File: config.mk
export PLATFORM = sky130hd
export DESIGN_NAME = mult_share_arb_flat
export DESIGN_NICKNAME = d
export VERILOG_FILES = /design/src/rtl/mult_share_arb_if.sv /design/src/rtl/mult_share_arb.sv /design/src/flat_wrapper.sv
export SDC_FILE = /design/constraint.sdc
export NUM_CORES = 1
export LEC_CHECK = 0
export BUFFER_PORTS_ARGS = -buffer_cell sky130_fd_sc_hd__buf_2
export CAP_MARGIN = 15
export CORE_ASPECT_RATIO = 2
export CORE_MARGIN = 2
export CORE_UTILIZATION = 45
export DETAILED_ROUTE_END_ITERATION = 10
export PLACE_DENSITY = 0.73
export SLEW_MARGIN = 20
export SYNTH_ARGS = -nofsm -noshare
export SYNTH_HDL_FRONTEND = slang
export SYNTH_SLANG_ARGS = --single-unit
File: constraint.sdc
create_clock -name clk -period 8.8 [get_ports clk]
set_clock_uncertainty 0.05 [all_clocks]
set_input_delay 0.44 -clock clk [delete_from_list [all_inputs] [get_ports clk]]
set_output_delay 0.44 -clock clk [all_outputs]
set_load 0.005 [all_outputs]
File: src/rtl/mult_share_arb_if.sv
// Request/response bundle between DSP client blocks and the shared-multiplier arbiter.
// The master side belongs to the clients/consumer, the slave side to mult_share_arb.
interface mult_share_arb_if #(
  parameter int NREQ = 4,
  parameter int IDW  = 3
);
  logic [NREQ-1:0]    req_valid;
  logic [NREQ-1:0]    req_ready;
  logic [12*NREQ-1:0] req_a;
  logic [12*NREQ-1:0] req_b;
  logic               rsp_valid;
  logic               rsp_ready;
  logic [IDW-1:0]     rsp_id;
  logic [23:0]        rsp_data;
  logic               busy;

  modport master (
    output req_valid, req_a, req_b, rsp_ready,
    input  req_ready, rsp_valid, rsp_id, rsp_data, busy
  );

  modport slave (
    input  req_valid, req_a, req_b, rsp_ready,
    output req_ready, rsp_valid, rsp_id, rsp_data, busy
  );
endinterface

File: src/rtl/mult_share_arb.sv
// Round-robin arbiter sharing one registered 12x12 signed multiplier among NREQ requesters,
// with tagged results returned through a credit-protected response FIFO. Define MULT_SHARE_PRIO_EN to give requester 0 strict priority.
module mult_share_arb #(
  parameter int NREQ       = 4,
  parameter int FIFO_DEPTH = 4,
  parameter int IDW        = 3
) (
  input  logic            clk,
  input  logic            rst,
  mult_share_arb_if.slave bus
);
  localparam int PW = (NREQ > 1) ? $clog2(NREQ) : 1;
  localparam int AW = (FIFO_DEPTH > 1) ? $clog2(FIFO_DEPTH) : 1;
  localparam int CW = AW + 1;

  logic [PW-1:0]       ptr;
  logic                inflight;
  logic [IDW-1:0]      tag_id;
  logic signed [23:0]  product;
  logic [CW-1:0]       count;
  logic [AW-1:0]       wr_ptr;
  logic [AW-1:0]       rd_ptr;
  logic [IDW-1:0]      fifo_id   [FIFO_DEPTH];
  logic [23:0]         fifo_data [FIFO_DEPTH];

  logic                pop;
  logic                push;
  logic                credit;
  logic [CW:0]         occupancy;
  logic [NREQ-1:0]     eligible;
  logic [NREQ-1:0]     grant;
  logic                grant_any;
  logic [PW-1:0]       grant_idx;
  logic [PW:0]         rr_sum;
  logic [PW-1:0]       rr_idx;
  logic [PW-1:0]       ptr_next;
  logic signed [11:0]  mult_a;
  logic signed [11:0]  mult_b;

  assign pop  = (count != '0) & bus.rsp_ready;
  assign push = inflight;

  // A slot is reserved for every result already stored or still in the multiplier.
  assign occupancy = {1'b0, count} + (CW+1)'(inflight) - (CW+1)'(pop);
  assign credit    = occupancy < (CW+1)'(FIFO_DEPTH);

  always_comb begin
    eligible  = bus.req_valid & {NREQ{credit & ~rst}};
    grant     = '0;
    grant_any = 1'b0;
    grant_idx = '0;
    rr_sum    = '0;
    rr_idx    = '0;
`ifdef MULT_SHARE_PRIO_EN
    if (eligible[0]) begin
      grant_any = 1'b1;
      grant_idx = '0;
    end else
`endif
    for (int k = 0; k < NREQ; k++) begin
      rr_sum = {1'b0, ptr} + (PW+1)'(k);
      if (rr_sum >= (PW+1)'(NREQ))
        rr_sum = rr_sum - (PW+1)'(NREQ);
      rr_idx = rr_sum[PW-1:0];
      if (!grant_any && eligible[rr_idx]) begin
        grant_any = 1'b1;
        grant_idx = rr_idx;
      end
    end
    if (grant_any)
      grant[grant_idx] = 1'b1;
  end

  assign bus.req_ready = grant;
  assign ptr_next = (grant_idx == PW'(NREQ - 1)) ? '0 : grant_idx + PW'(1);

  always_comb begin
    mult_a = '0;
    mult_b = '0;
    if (grant_any) begin
      mult_a = bus.req_a[grant_idx*12 +: 12];
      mult_b = bus.req_b[grant_idx*12 +: 12];
    end
  end

  // Multiplier core and its ID tag advance together so the product always leaves with its owner.
  always_ff @(posedge clk) begin
    if (rst) begin
      ptr      <= '0;
      inflight <= 1'b0;
      tag_id   <= '0;
      product  <= '0;
    end else begin
      inflight <= grant_any;
      tag_id   <= IDW'(grant_idx);
      product  <= mult_a * mult_b;
`ifdef MULT_SHARE_PRIO_EN
      if (grant_any && grant_idx != '0)
`else
      if (grant_any)
`endif
        ptr <= ptr_next;
    end
  end

  always_ff @(posedge clk) begin
    if (push) begin
      fifo_id[wr_ptr]   <= tag_id;
      fifo_data[wr_ptr] <= product;
    end
  end

  always_ff @(posedge clk) begin
    if (rst) begin
      count  <= '0;
      wr_ptr <= '0;
      rd_ptr <= '0;
    end else begin
      if (push)
        wr_ptr <= wr_ptr + AW'(1);
      if (pop)
        rd_ptr <= rd_ptr + AW'(1);
      count <= count + CW'(push) - CW'(pop);
    end
  end

  // Head is gated so that stale storage never shows on the response port.
  assign bus.rsp_valid = (count != '0);
  assign bus.rsp_id    = bus.rsp_valid ? fifo_id[rd_ptr]   : '0;
  assign bus.rsp_data  = bus.rsp_valid ? fifo_data[rd_ptr] : '0;
  assign bus.busy      = inflight | (count != '0);

endmodule

File: src/flat_wrapper.sv
// flat-port wrapper written by rule: the top's interface ports become plain ports
module mult_share_arb_flat 
#(
  parameter int NREQ       = 4,
  parameter int FIFO_DEPTH = 4,
  parameter int IDW        = 3
)
  (clk, rst, bus_req_valid, bus_req_a, bus_req_b, bus_rsp_ready, bus_req_ready, bus_rsp_valid, bus_rsp_id, bus_rsp_data, bus_busy);
  mult_share_arb_if #(.NREQ(NREQ), .IDW(IDW)) bus_i ();
  input  logic clk;
  input  logic rst;
  input wire logic [$bits(bus_i.req_valid)-1:0] bus_req_valid;
  input wire logic [$bits(bus_i.req_a)-1:0] bus_req_a;
  input wire logic [$bits(bus_i.req_b)-1:0] bus_req_b;
  input wire logic [$bits(bus_i.rsp_ready)-1:0] bus_rsp_ready;
  output wire logic [$bits(bus_i.req_ready)-1:0] bus_req_ready;
  output wire logic [$bits(bus_i.rsp_valid)-1:0] bus_rsp_valid;
  output wire logic [$bits(bus_i.rsp_id)-1:0] bus_rsp_id;
  output wire logic [$bits(bus_i.rsp_data)-1:0] bus_rsp_data;
  output wire logic [$bits(bus_i.busy)-1:0] bus_busy;
  assign bus_i.req_valid = bus_req_valid;
  assign bus_i.req_a = bus_req_a;
  assign bus_i.req_b = bus_req_b;
  assign bus_i.rsp_ready = bus_rsp_ready;
  assign bus_req_ready = bus_i.req_ready;
  assign bus_rsp_valid = bus_i.rsp_valid;
  assign bus_rsp_id = bus_i.rsp_id;
  assign bus_rsp_data = bus_i.rsp_data;
  assign bus_busy = bus_i.busy;
  mult_share_arb #(.NREQ(NREQ), .FIFO_DEPTH(FIFO_DEPTH), .IDW(IDW)) u_core (.clk(clk), .rst(rst), .bus(bus_i));
endmodule
==> metrics.md, run 1 <==
| Metric | Value |
|---|---|
| Outcome | `complete, no violations` |
| Max-slew headroom | `0.364` |
| Port bufs | `approximately 130` |
| Total Power | `5.04 mW` |
| Clk_lat worst skew | `roughly 0.47 ns` |
| Setup tns final | `0 ns` |
| # diodes | `0` |
| Setup CP Type | `reg2reg` |
| Global route overflow | `0` |
| Arr. time, crit path | `8.73 ns` |
| Hold depth | `4` |
| Final setup fails | `0` |
| Seq/Total Area, Yosys | `0.324` |
| RR Endpoint | `u_core.product[23]` |
| Max_cap viols | `0` |
| Most used DFF post-synth | `edfxtp_1` |
| H-tree Lvls | `4` |
| Mapped Nets | `roughly 1400` |
| GPL Wtd Cong | `around 0.9` |
| Drt wl/cell | `roughly 17 um` |
| Final hold violation count | `0` |
| Pre-antenna DRT Iters | `5` |
| FF-to-FF Start | `u_core.count[2]` |
| Initial antenna violation count | `1` |
| Clock transition at path regs | `around 0.060 ns` |
| Reg2reg path depth | `30` |
| CP Launch Type | `register` |
| Starting Density | `0.456` |
| CP max stage cell | `fa_1` |
| Vias in the first global route | `between 8000 and 9000` |
| Peak Freq | `between 100 and 150 MHz` |
| CTS tree | `done` |
| Setup slack, reg-to-reg | `around 0.38 ns` |
| CORE AREA | `around 26000 um^2` |
| Max incr delay on CP | `approximately 0.55 ns` |
| Avg Synthesized Cell Area | `approximately 11 um^2` |
| Die X | `roughly 120 um` |
| Fillers | `about 2300` |
| CTS Sinks | `between 100 and 150` |
| Die Y | `around 230 um` |
| DR iter-0 viols | `between 300 and 400` |
| Yosys warns | `0` |
| Hold Path Class | `in2reg` |
| Post-Layout Cell Count | `~1600` |
| Crit path max fanout | `12` |
| Nets@finish | `~1500` |
| Total track usage | `0.197` |
| Power Density | `361 nW/um^2` |
| First-pass GRT wire length | `approximately 44000 um` |
| Dpl cells | `between 1500 and 2000` |
| Period utilisation layout | `0.957` |
| Detailed Place HPWL | `about 21000 um` |
| Max-slew violations | `0` |
| Synth Cell Area | `approximately 12000 um^2` |
| Number of vias in the routed layout | `~8000` |
| Post-route DRC | `0` |
| Area leader, netlist | `edfxtp_1` |
| Synth area leaders | `edfxtp_1 (26%), fa_1 (23%), ha_1 (6.6%), dfxtp_1 (6.3%), inv_1 (6.2%)` |
| Ratio of cells with drive above 1 in the final layout | `0.230` |
| CTS max path bufs | `3` |
| Die Area | `~28000 um^2` |
| Area Overhead vs Synth | `16.6%` |
| ANT nets after route | `0` |
| CTS root buffer | `clkbuf_16` |
| Hold path endpoint | `u_core.rd_ptr[0]` |
| Total CTS buffers | `25` |
| Yosys top cell area share | `0.261` |
| Most frequent CP cell | `fa_1` |
| #FFs+latches synth | `around 140` |
| Fin util | `0.532` |
| EDFF count, synth | `104` |
| Hold path startpoint | `bus_rsp_ready` |
| Largest net degree at the start of global routing | `a little over 40` |
| Worst-Margin Slew | `0.954 ns` |
| Crit path required time | `roughly 9 ns` |
| Netlist cell types | `55` |
| Async S/R FF share, synth | `0` |
| # rows | `84` |
| Post-Synthesis Cells | `1051` |
| Crit end category | `register` |
| Routed Wire Length | `approximately 27000 um` |
| P_leak | `between 6 and 7 nW` |
| I/O pin count | `between 100 and 150` |
| Crit path time final | `8.42 ns` |
| Drt via density | `slightly above 5` |
| Max IR drop VDD | `about 0.19 mV` |
cell usage after synthesis (all sizes together) (4+ instances only):
library cell	instances
mux2	7
inv	198
and3	42
nand2b	4
nor3	5
a21o	11
or2	4
nor2b	13
xor2	7
ha	63
a21oi	17
buf	34
a21boi	5
edfxtp	104
nor2	36
o21ai	12
mux4	26
nand3	81
xnor2	15
dfxtp	38
nand2	16
or3	5
a211oi	5
clkbuf	26
and2	49
fa	139
mux2i	67
cell type report:
type | instances | area, um^2 | area share
well taps | 344 | 430 | 0.0308
inverters | 198 | 744 | 0.0533
clock inverters | 4 | 18.8 | 0.00134
repair buffers | 183 | 1160 | 0.0829
multi-input cells | 651 | 7090 | 0.508
flip-flops and latches | 142 | 3880 | 0.278
clock buffers | 29 | 641 | 0.0459
worst max-delay path: cells and delay by family (launching register included):
kind | cells | cell delay [ns]
AOI/OAI and AO/OA | 4 | 1.03
xor gates and xnor gates | 1 | 0.18
adders and majority gates | 9 | 3.73
buffers and inverters | 6 | 0.60
DFF | 1 | 0.32
muxes | 4 | 0.98
and+or+nand+nor | 6 | 1.41
registers in the layout (all words and copies together) (netlist names), named ones only:
name	cells
u_core.tag_id	2
u_core.fifo_data	96
u_core.wr_ptr	2
u_core.rd_ptr	2
u_core.inflight	1
u_core.ptr	2
u_core.fifo_id	8
u_core.product	24
u_core.count	3
metal layers:
layer / global-route usage / up-vias / wire length (um)
li1: - / 3763 / -
met1: 0.190 / 3985 / 9000
met2: 0.389 / 211 / 15200
met3: 0.0182 / 91 / 793
met4: 0.122 / 0 / 1640
met5: 0 / - / 0
where the power goes:
group          internal, mW  switching [mW]
logic                  1.45            1.88
clock network         0.505           0.264
registers             0.851          0.0797
cell usage in the layout (no fill, tap or decap), types with 4 or more instances in the layout:
cell type,Yosys,layout
a211oi_2,2,4
a21boi_0,5,5
a21o_1,11,11
a21oi_1,16,16
and2_1,48,48
and3_1,42,42
buf_12,2,6
buf_2,16,134
buf_4,8,40
clkbuf_1,26,4
clkbuf_16,0,26
dfxtp_1,38,37
edfxtp_1,104,104
fa_1,139,138
ha_1,63,62
inv_1,198,197
mux2_2,5,5
mux2i_1,67,62
mux2i_2,0,5
mux4_2,26,26
nand2_1,16,16
nand2b_1,4,4
nand3_1,72,70
nand3_2,9,11
nor2_1,34,33
nor2b_1,13,13
nor3_1,5,4
o21ai_0,12,8
o21ai_1,0,4
or3_1,5,5
xnor2_1,15,15
xor2_1,7,6
cell families after synthesis:
kind of cell,share of synthesized area
compound gates,0.0388
xor+xnor,0.0161
fa+ha+maj,0.298
buf+inv,0.0909
flops,0.324
mux,0.112
other cells,0.000313
simple gates,0.120
worst max-delay path by stage:
stage,end,cells past startpoint,start,slack (ns)
2_1_floorplan,u_core.product[22],35,u_core.count[2],0.57
3_3_place_gp,u_core.product[23],30,u_core.count[2],0.11
3_5_place_dp,u_core.product[23],30,u_core.count[2],-0.07
4_1_cts,u_core.product[23],29,u_core.count[2],0.0006
5_1_grt,u_core.product[23],30,u_core.count[2],-0.01
6_report,u_core.product[23],30,u_core.count[2],0.38
timing repair:
action	in CTS	in global routing
hold buffers	0	0
setup buffers	0	3
cloned	0	1
pin swaps	0	1
setup endpoints to repair	1	7
gates resized for setup	1	24
metrics by stage:
stage	instance area (um^2)	hold slack [ns]	worst slack [ns]
2_1_floorplan	12000	0.388	0.568
4_1_cts	13800	0.398	0.000582
5_1_grt	14000	0.433	-0.0138
3_3_place_gp	13200	0.395	0.105
6_report	14000	0.400	0.377
3_5_place_dp	13200	0.412	-0.0654
Note: power is estimated with default switching activity, not from simulation.
==> run 2: changes to the inputs <==
CELL_PAD_IN_SITES_DETAIL_PLACEMENT = 0   (was unset)
CELL_PAD_IN_SITES_GLOBAL_PLACEMENT = 2   (was unset)
CORE_UTILIZATION = 36   (was 45)
PLACE_DENSITY = 0.84   (was 0.73)
==> run 2 against run 1 <==
Effect of this change: final cell count rose by 5.5%; die area increased by 24%; total power fell by 2.5%; register-to-register slack hardly changed; worst setup slack gained 0.0067 ns; sequential cell count did not move.
==> metrics.md, run 2 (same netlist as run 1, synthesis figures left out) <==
| Metric | Value |
|---|---|
| CTS Sinks | `142 (unchanged)` |
| Peak Freq | `119 MHz (about the same)` |
| Clock transition at path regs | `0.06 ns (about the same)` |
| Max IR drop VDD | `0.168 mV (-11%)` |
| Post-place instance area | `13300 um^2 (+0.84%)` |
| Final setup fails | `0 (unchanged)` |
| First-pass GRT wire length | `45000 um (+2.9%)` |
| Delay-heaviest family, CP | `adder cells` |
| Final Cell Area | `14000 um^2 (about the same)` |
| Max incr delay on CP | `0.56 ns (about the same)` |
| Final hold violation count | `0 (unchanged)` |
| Drt via density | `4.84 (-6.7%)` |
| Most frequent cells in the layout | `inv_1 (196), fa_1 (138), buf_2 (134)` |
| Nets@finish | `1495 (-0.73%)` |
| Pre-antenna DRT Iters | `4 (-1)` |
| Setup tns final | `0 ns (unchanged)` |
| Hold Path Class | `in2reg` |
| Max_cap viols | `0 (unchanged)` |
| Crit path max fanout | `19 (+7)` |
| CORE AREA | `32800 um^2 (+25%)` |
| Largest Register | `u_core.fifo_data` |
| Max-slew violations | `0 (unchanged)` |
| Vias in the first global route | `8819 (-0.51%)` |
| Fillers | `3163 (+38%)` |
| H-tree Lvls | `4 (unchanged)` |
| GPL Wtd Cong | `0.910 (+2.0%)` |
| Area Overhead vs Synth | `16.5% (about the same)` |
| Outcome | `complete, no violations` |
| # rows | `94 (+12%)` |
| Max-slew headroom | `0.359 (-0.00461)` |
| Routed Wire Length | `27500 um (+3.0%)` |
| Most frequent CP cell | `fa_1` |
| P_leak | `6.22 nW (-1.1%)` |
| Crit end category | `register` |
| Starting Density | `0.365 (-0.0909)` |
| Crit path time final | `8.42 ns (-0.00672 ns)` |
| Global route overflow | `0 (unchanged)` |
| Power Density | `352 nW/um^2 (-2.4%)` |
| Ratio of cells with drive above 1 in the final layout | `0.233 (+0.00243)` |
| CP Launch Type | `register` |
| Post-route DRC | `0 (unchanged)` |
| Clk_lat worst skew | `0.42 ns (-0.05 ns)` |
| Fin Hold WS | `0.225 ns (-0.175 ns)` |
| FF-to-FF Start | `u_core.count[2]` |
| Die Area | `34800 um^2 (+24%)` |
| CTS max path bufs | `2 (-1)` |
| Crit. Startpoint | `u_core.count[2]` |
| ANT nets after route | `0 (unchanged)` |
| Total CTS buffers | `17 (-32%)` |
| Crit path required time | `9.05 ns (-0.06 ns)` |
| Most common cell after layout, fill and taps aside | `inv_1` |
| Die Y | `262 um (+12%)` |
| Detailed Place HPWL | `22900 um (+7.5%)` |
| Period utilisation layout | `0.956 (about the same)` |
| Initial antenna violation count | `1 (unchanged)` |
| CP max stage cell | `fa_1` |
| # hold bufs at CTS | `0 (unchanged)` |
| Register area | `3880 um^2 (unchanged)` |
| Drt wl/cell | `16.8 um (-2.4%)` |
| Total Power | `4.91 mW (-2.5%)` |
| DR iter-0 viols | `298 (-2.9%)` |
| Critical path buffer and inverter count | `7 (+1)` |
| Worst-Margin Slew | `0.961 ns (+0.00691 ns)` |
| CTS tree | `done` |
| CTS root buffer | `clkbuf_16` |
| Arr. time, crit path | `8.67 ns (-0.06 ns)` |
| Largest regs | `u_core.fifo_data (96), u_core.product (24), u_core.fifo_id (8)` |
| Number of vias in the routed layout | `7924 (-1.6%)` |
| Die X | `133 um (+11%)` |
| I/O pin count | `136 (unchanged)` |
| Total track usage | `0.167 (-0.0303)` |
| Max reg flops | `96 (unchanged)` |
| Hold path startpoint | `rst` |
| Largest net degree at the start of global routing | `56 (+37%)` |
| Multi-input gate area | `7080 um^2 (-0.16%)` |
| Port bufs | `134 (unchanged)` |
| Setup CP Type | `reg2reg` |
## run 2: cell types whose count changed in the layout (fill, tap and decap cells not counted), moves of 3 or more
| cell | before | now |
|---|---|---|
| clkinv_1 | 3 | 0 |
| clkinvlp_4 | 1 | 4 |
| buf_12 | 6 | 9 |
| buf_4 | 40 | 35 |
| inv_6 | 0 | 4 |
| clkbuf_16 | 26 | 17 |
| o21ai_1 | 4 | 0 |
| clkbuf_1 | 4 | 1 |
| clkinv_4 | 0 | 3 |
## run 2: path summary, 6_finish.rpt
path	endpoint	slack, ns	cells past startpoint
worst max-delay path	u_core.product[23]	0.38	31
worst min register to register	u_core.fifo_data[2][9]	0.42	0
worst min-delay path	u_core.ptr[1]	0.23	2
worst max register to register	u_core.product[23]	0.38	31
## run 2: what timing repair did
item,CTS,global route
pin swaps,0,2
setup buffers,0,1
hold endpoints to repair,0,0
gates resized for setup,2,21
setup endpoints to repair,2,7
## run 2: power by group
group          total (mW)  internal [mW]  switching (mW)
Combinational        3.32           1.45            1.87
Clock               0.666          0.393           0.273
Sequential          0.927          0.850          0.0773
## run 2: stage by stage
| stage | worst slack, ns | util | cells |
|---|---|---|---|
| 2_1_floorplan | 0.568 | - | 1051 |
| 3_3_place_gp | -0.0714 | 0.405 | 1602 |
| 3_5_place_dp | -0.114 | 0.405 | 1602 |
| 4_1_cts | 0.0144 | 0.422 | 1634 |
| 5_1_grt | -0.0319 | 0.425 | 1636 |
| 6_report | 0.384 | 0.425 | 1636 |
## run 2: area by class of cell
cell class,instances,share of cell area
diodes,1,0.000179
clock buffers,18,0.0308
clock inverters,14,0.00968
inverters,198,0.0535
multi-input cells,651,0.507
flip-flops and latches,142,0.278
well taps,432,0.0387
repair buffers,180,0.0814
## run 2: layer usage
| metal | part of all wire | vias to the layer above | wire length (um) | global-route usage |
|---|---|---|---|---|
| met5 | 0 | - | 0 | 0 |
| met1 | 0.33 | 3949 | 9030 | 0.153 |
| met3 | 0.022 | 68 | 595 | 0.0135 |
| li1 | - | 3741 | - | - |
| met2 | 0.60 | 166 | 16400 | 0.347 |
| met4 | 0.053 | 0 | 1470 | 0.0992 |
==> run 3: changes to the inputs <==
ABC_CLOCK_PERIOD_IN_PS = 8800   (was unset)
CELL_PAD_IN_SITES_GLOBAL_PLACEMENT = 1   (was 2)
CORE_UTILIZATION = 44   (was 36)
PLACE_DENSITY = 0.86   (was 0.84)
==> run 3 against run 2 <==
Effect of this change: final area is 0.25% lower; non-clock buffer count grew 3; maximum frequency shrank 1.0%; clock power is 17% higher; register-to-register slack worse by 0.09 ns; largest cell class unchanged; first-iteration DRC count decreased by 17%; final cell count decreased by 4.9%; worst hold slack got worse by 0.021 ns; global-route usage increased by 3.1 points; sequential share of layout area increased by 0.070 points; sequential cell count unchanged; combinational power about the same.
==> metrics.md, run 3 (same netlist as run 1, synthesis figures left out) <==
| Metric | Value |
|---|---|
| Starting Density | `0.445 (+0.0802)` |
| Global route overflow | `0 (unchanged)` |
| Routed Wire Length | `27300 um (-0.71%)` |
| Area Overhead vs Synth | `16.2%` |
| Drt via density | `5.19 (+7.2%)` |
| CTS max path bufs | `3 (+1)` |
| CP Launch Type | `register` |
| Period utilisation layout | `0.966 (+0.00986)` |
| Psw | `2.22 mW (about the same)` |
| Die Area | `28600 um^2 (-18%)` |
| Max reg flops | `96 (unchanged)` |
| Setup tns final | `0 ns (unchanged)` |
| Die X | `121 um (-9.3%)` |
| Total track usage | `0.198 (+0.0313)` |
| Hold Path Class | `in2reg` |
| P_leak | `6.30 nW (+1.3%)` |
| Worst-Margin Slew | `0.944 ns (-0.0170 ns)` |
| Setup CP Type | `reg2reg` |
| Crit path time final | `8.50 ns (+0.0868 ns)` |
| Crit path max fanout | `14 (-5)` |
| Fillers | `2337 (-26%)` |
| Final Cell Area | `13900 um^2 (-0.25%)` |
| Pre-antenna DRT Iters | `5 (+1)` |
| DR iter-0 viols | `247 (-17%)` |
| Vias in the first global route | `8929 (+1.2%)` |
| Peak Freq | `118 MHz (-1.0%)` |
| Total CTS buffers | `25 (+8)` |
| Max_cap viols | `0 (unchanged)` |
| Arr. time, crit path | `8.80 ns (+0.13 ns)` |
| Max incr delay on CP | `0.52 ns (-0.04 ns)` |
| Detailed Place HPWL | `21800 um (-4.5%)` |
| # rows | `85 (-9.6%)` |
| Outcome | `complete, no violations` |
| Int Power | `2.80 mW (+4.2%)` |
| Delay-heaviest family, CP | `adder cells` |
| Post-route DRC | `0 (unchanged)` |
| H-tree Lvls | `4 (unchanged)` |
| Initial antenna violation count | `1 (unchanged)` |
| Port bufs | `134 (unchanged)` |
| CTS root buffer | `clkbuf_16` |
| Largest regs | `u_core.fifo_data (96), u_core.product (24), u_core.fifo_id (8)` |
| CP max stage cell | `fa_1` |
| Final hold violation count | `0 (unchanged)` |
| Most frequent cells in the layout | `inv_1 (196), fa_1 (138), buf_2 (134)` |
| Most frequent CP cell | `fa_1` |
| Largest Register | `u_core.fifo_data` |
| CTS tree | `done` |
| Part of the power in registers | `0.185 (-0.004)` |
| Number of vias in the routed layout | `8080 (+2.0%)` |
| Nets@finish | `1506 (+0.74%)` |
| CORE AREA | `26900 um^2 (-18%)` |
| Clock Power Share | `0.155 (+0.019)` |
| Crit path required time | `9.10 ns (+0.05 ns)` |
| Die Y | `237 um (-9.4%)` |
| Combinational Power Share | `0.660 (-0.016)` |
| Final setup fails | `0 (unchanged)` |
| CTS Sinks | `142 (unchanged)` |
| Max-slew headroom | `0.370 (+0.0113)` |
| Most common cell after layout, fill and taps aside | `inv_1` |
| Max IR drop VDD | `0.208 mV (+24%)` |
| Net Sw Frac | `0.442 (-0.0101)` |
| Clk_lat worst skew | `0.47 ns (+0.05 ns)` |
| First-pass GRT wire length | `44400 um (-1.2%)` |
| Power Density | `361 nW/um^2 (+2.6%)` |
| Crit end category | `register` |
| Max-slew violations | `0 (unchanged)` |
| ANT nets after route | `0 (unchanged)` |
| Clock transition at path regs | `0.06 ns (about the same)` |
| Post-place instance area | `13100 um^2 (-1.1%)` |
| Ratio of cells with drive above 1 in the final layout | `0.230 (-0.00243)` |
| Drt wl/cell | `17.5 um (+4.4%)` |
| GPL Wtd Cong | `0.912 (+0.31%)` |
| I/O pin count | `136 (unchanged)` |
| Largest net degree at the start of global routing | `61 (+8.9%)` |
| Critical path buffer and inverter count | `6 (-1)` |
[run 3: cell count changes in the layout (fill, tap and decap cells not counted), moves of 2 or more]
| cell | previous run | this run |
|---|---|---|
| clkbuf_16 | 17 | 25 |
| buf_4 | 35 | 42 |
| buf_12 | 9 | 5 |
| inv_6 | 4 | 0 |
| clkinv_1 | 0 | 3 |
| clkinv_4 | 3 | 0 |
| clkinvlp_4 | 4 | 1 |
| o21ai_1 | 0 | 3 |
| mux2i_1 | 64 | 66 |
| mux2i_2 | 3 | 1 |
| o21ai_2 | 2 | 0 |
[run 3: cell type report]
class | instances | area, um^2 | area share
diodes | 1 | 2.50 | 0.000180
clock buffers | 27 | 643 | 0.0462
clock inverters | 6 | 26.3 | 0.00189
inverters | 198 | 747 | 0.0537
multi-input cells | 651 | 7070 | 0.508
flip-flops and latches | 142 | 3880 | 0.279
well taps | 348 | 435 | 0.0313
repair buffers | 183 | 1110 | 0.0796
[run 3: path summary, 6_finish.rpt]
path                                         start                      end  slack (ns)  cells past startpoint
worst min register to register  u_core.product[22]  u_core.fifo_data[3][22]        0.43                      0
worst min-delay path                           rst            u_core.ptr[1]        0.20                      2
worst max-delay path               u_core.count[2]       u_core.product[23]        0.30                     30
worst max register to register     u_core.count[2]       u_core.product[23]        0.30                     30
[run 3: per-stage QoR]
step	hold slack, ns	worst slack [ns]	utilization	instances	power [mW]
2_1_floorplan	0.388	0.568	-	1051	3.39
3_3_place_gp	0.393	0.0898	0.488	1518	4.13
3_5_place_dp	0.412	-0.0961	0.488	1518	4.23
4_1_cts	0.150	0.00141	0.513	1551	5.04
5_1_grt	0.199	-0.0224	0.517	1555	5.55
6_report	0.204	0.297	0.517	1556	5.03
[run 3: timing repair]
item | CTS | global route
setup endpoints to repair | 2 | 7
setup buffers | 0 | 4
hold buffers | 0 | 0
resized for setup | 1 | 18
[run 3: per-layer routing]
metal / GRT usage / wire [um] / vias to the layer above
met2: 0.387 / 15600 / 228
li1: - / - / 3748
met1: 0.193 / 9200 / 4011
met4: 0.121 / 1710 / 0
met3: 0.0194 / 763 / 93
met5: 0 / 0 / -
[run 3: power groups by stage]
stage / Combinational [mW] / Clock [mW] / Sequential [mW]
2_1_floorplan: 2.50 / 0 / 0.894
3_3_place_gp: 3.20 / 0 / 0.936
3_5_place_dp: 3.28 / 0 / 0.946
4_1_cts: 3.31 / 0.794 / 0.935
5_1_grt: 3.78 / 0.821 / 0.948
6_report: 3.32 / 0.779 / 0.932
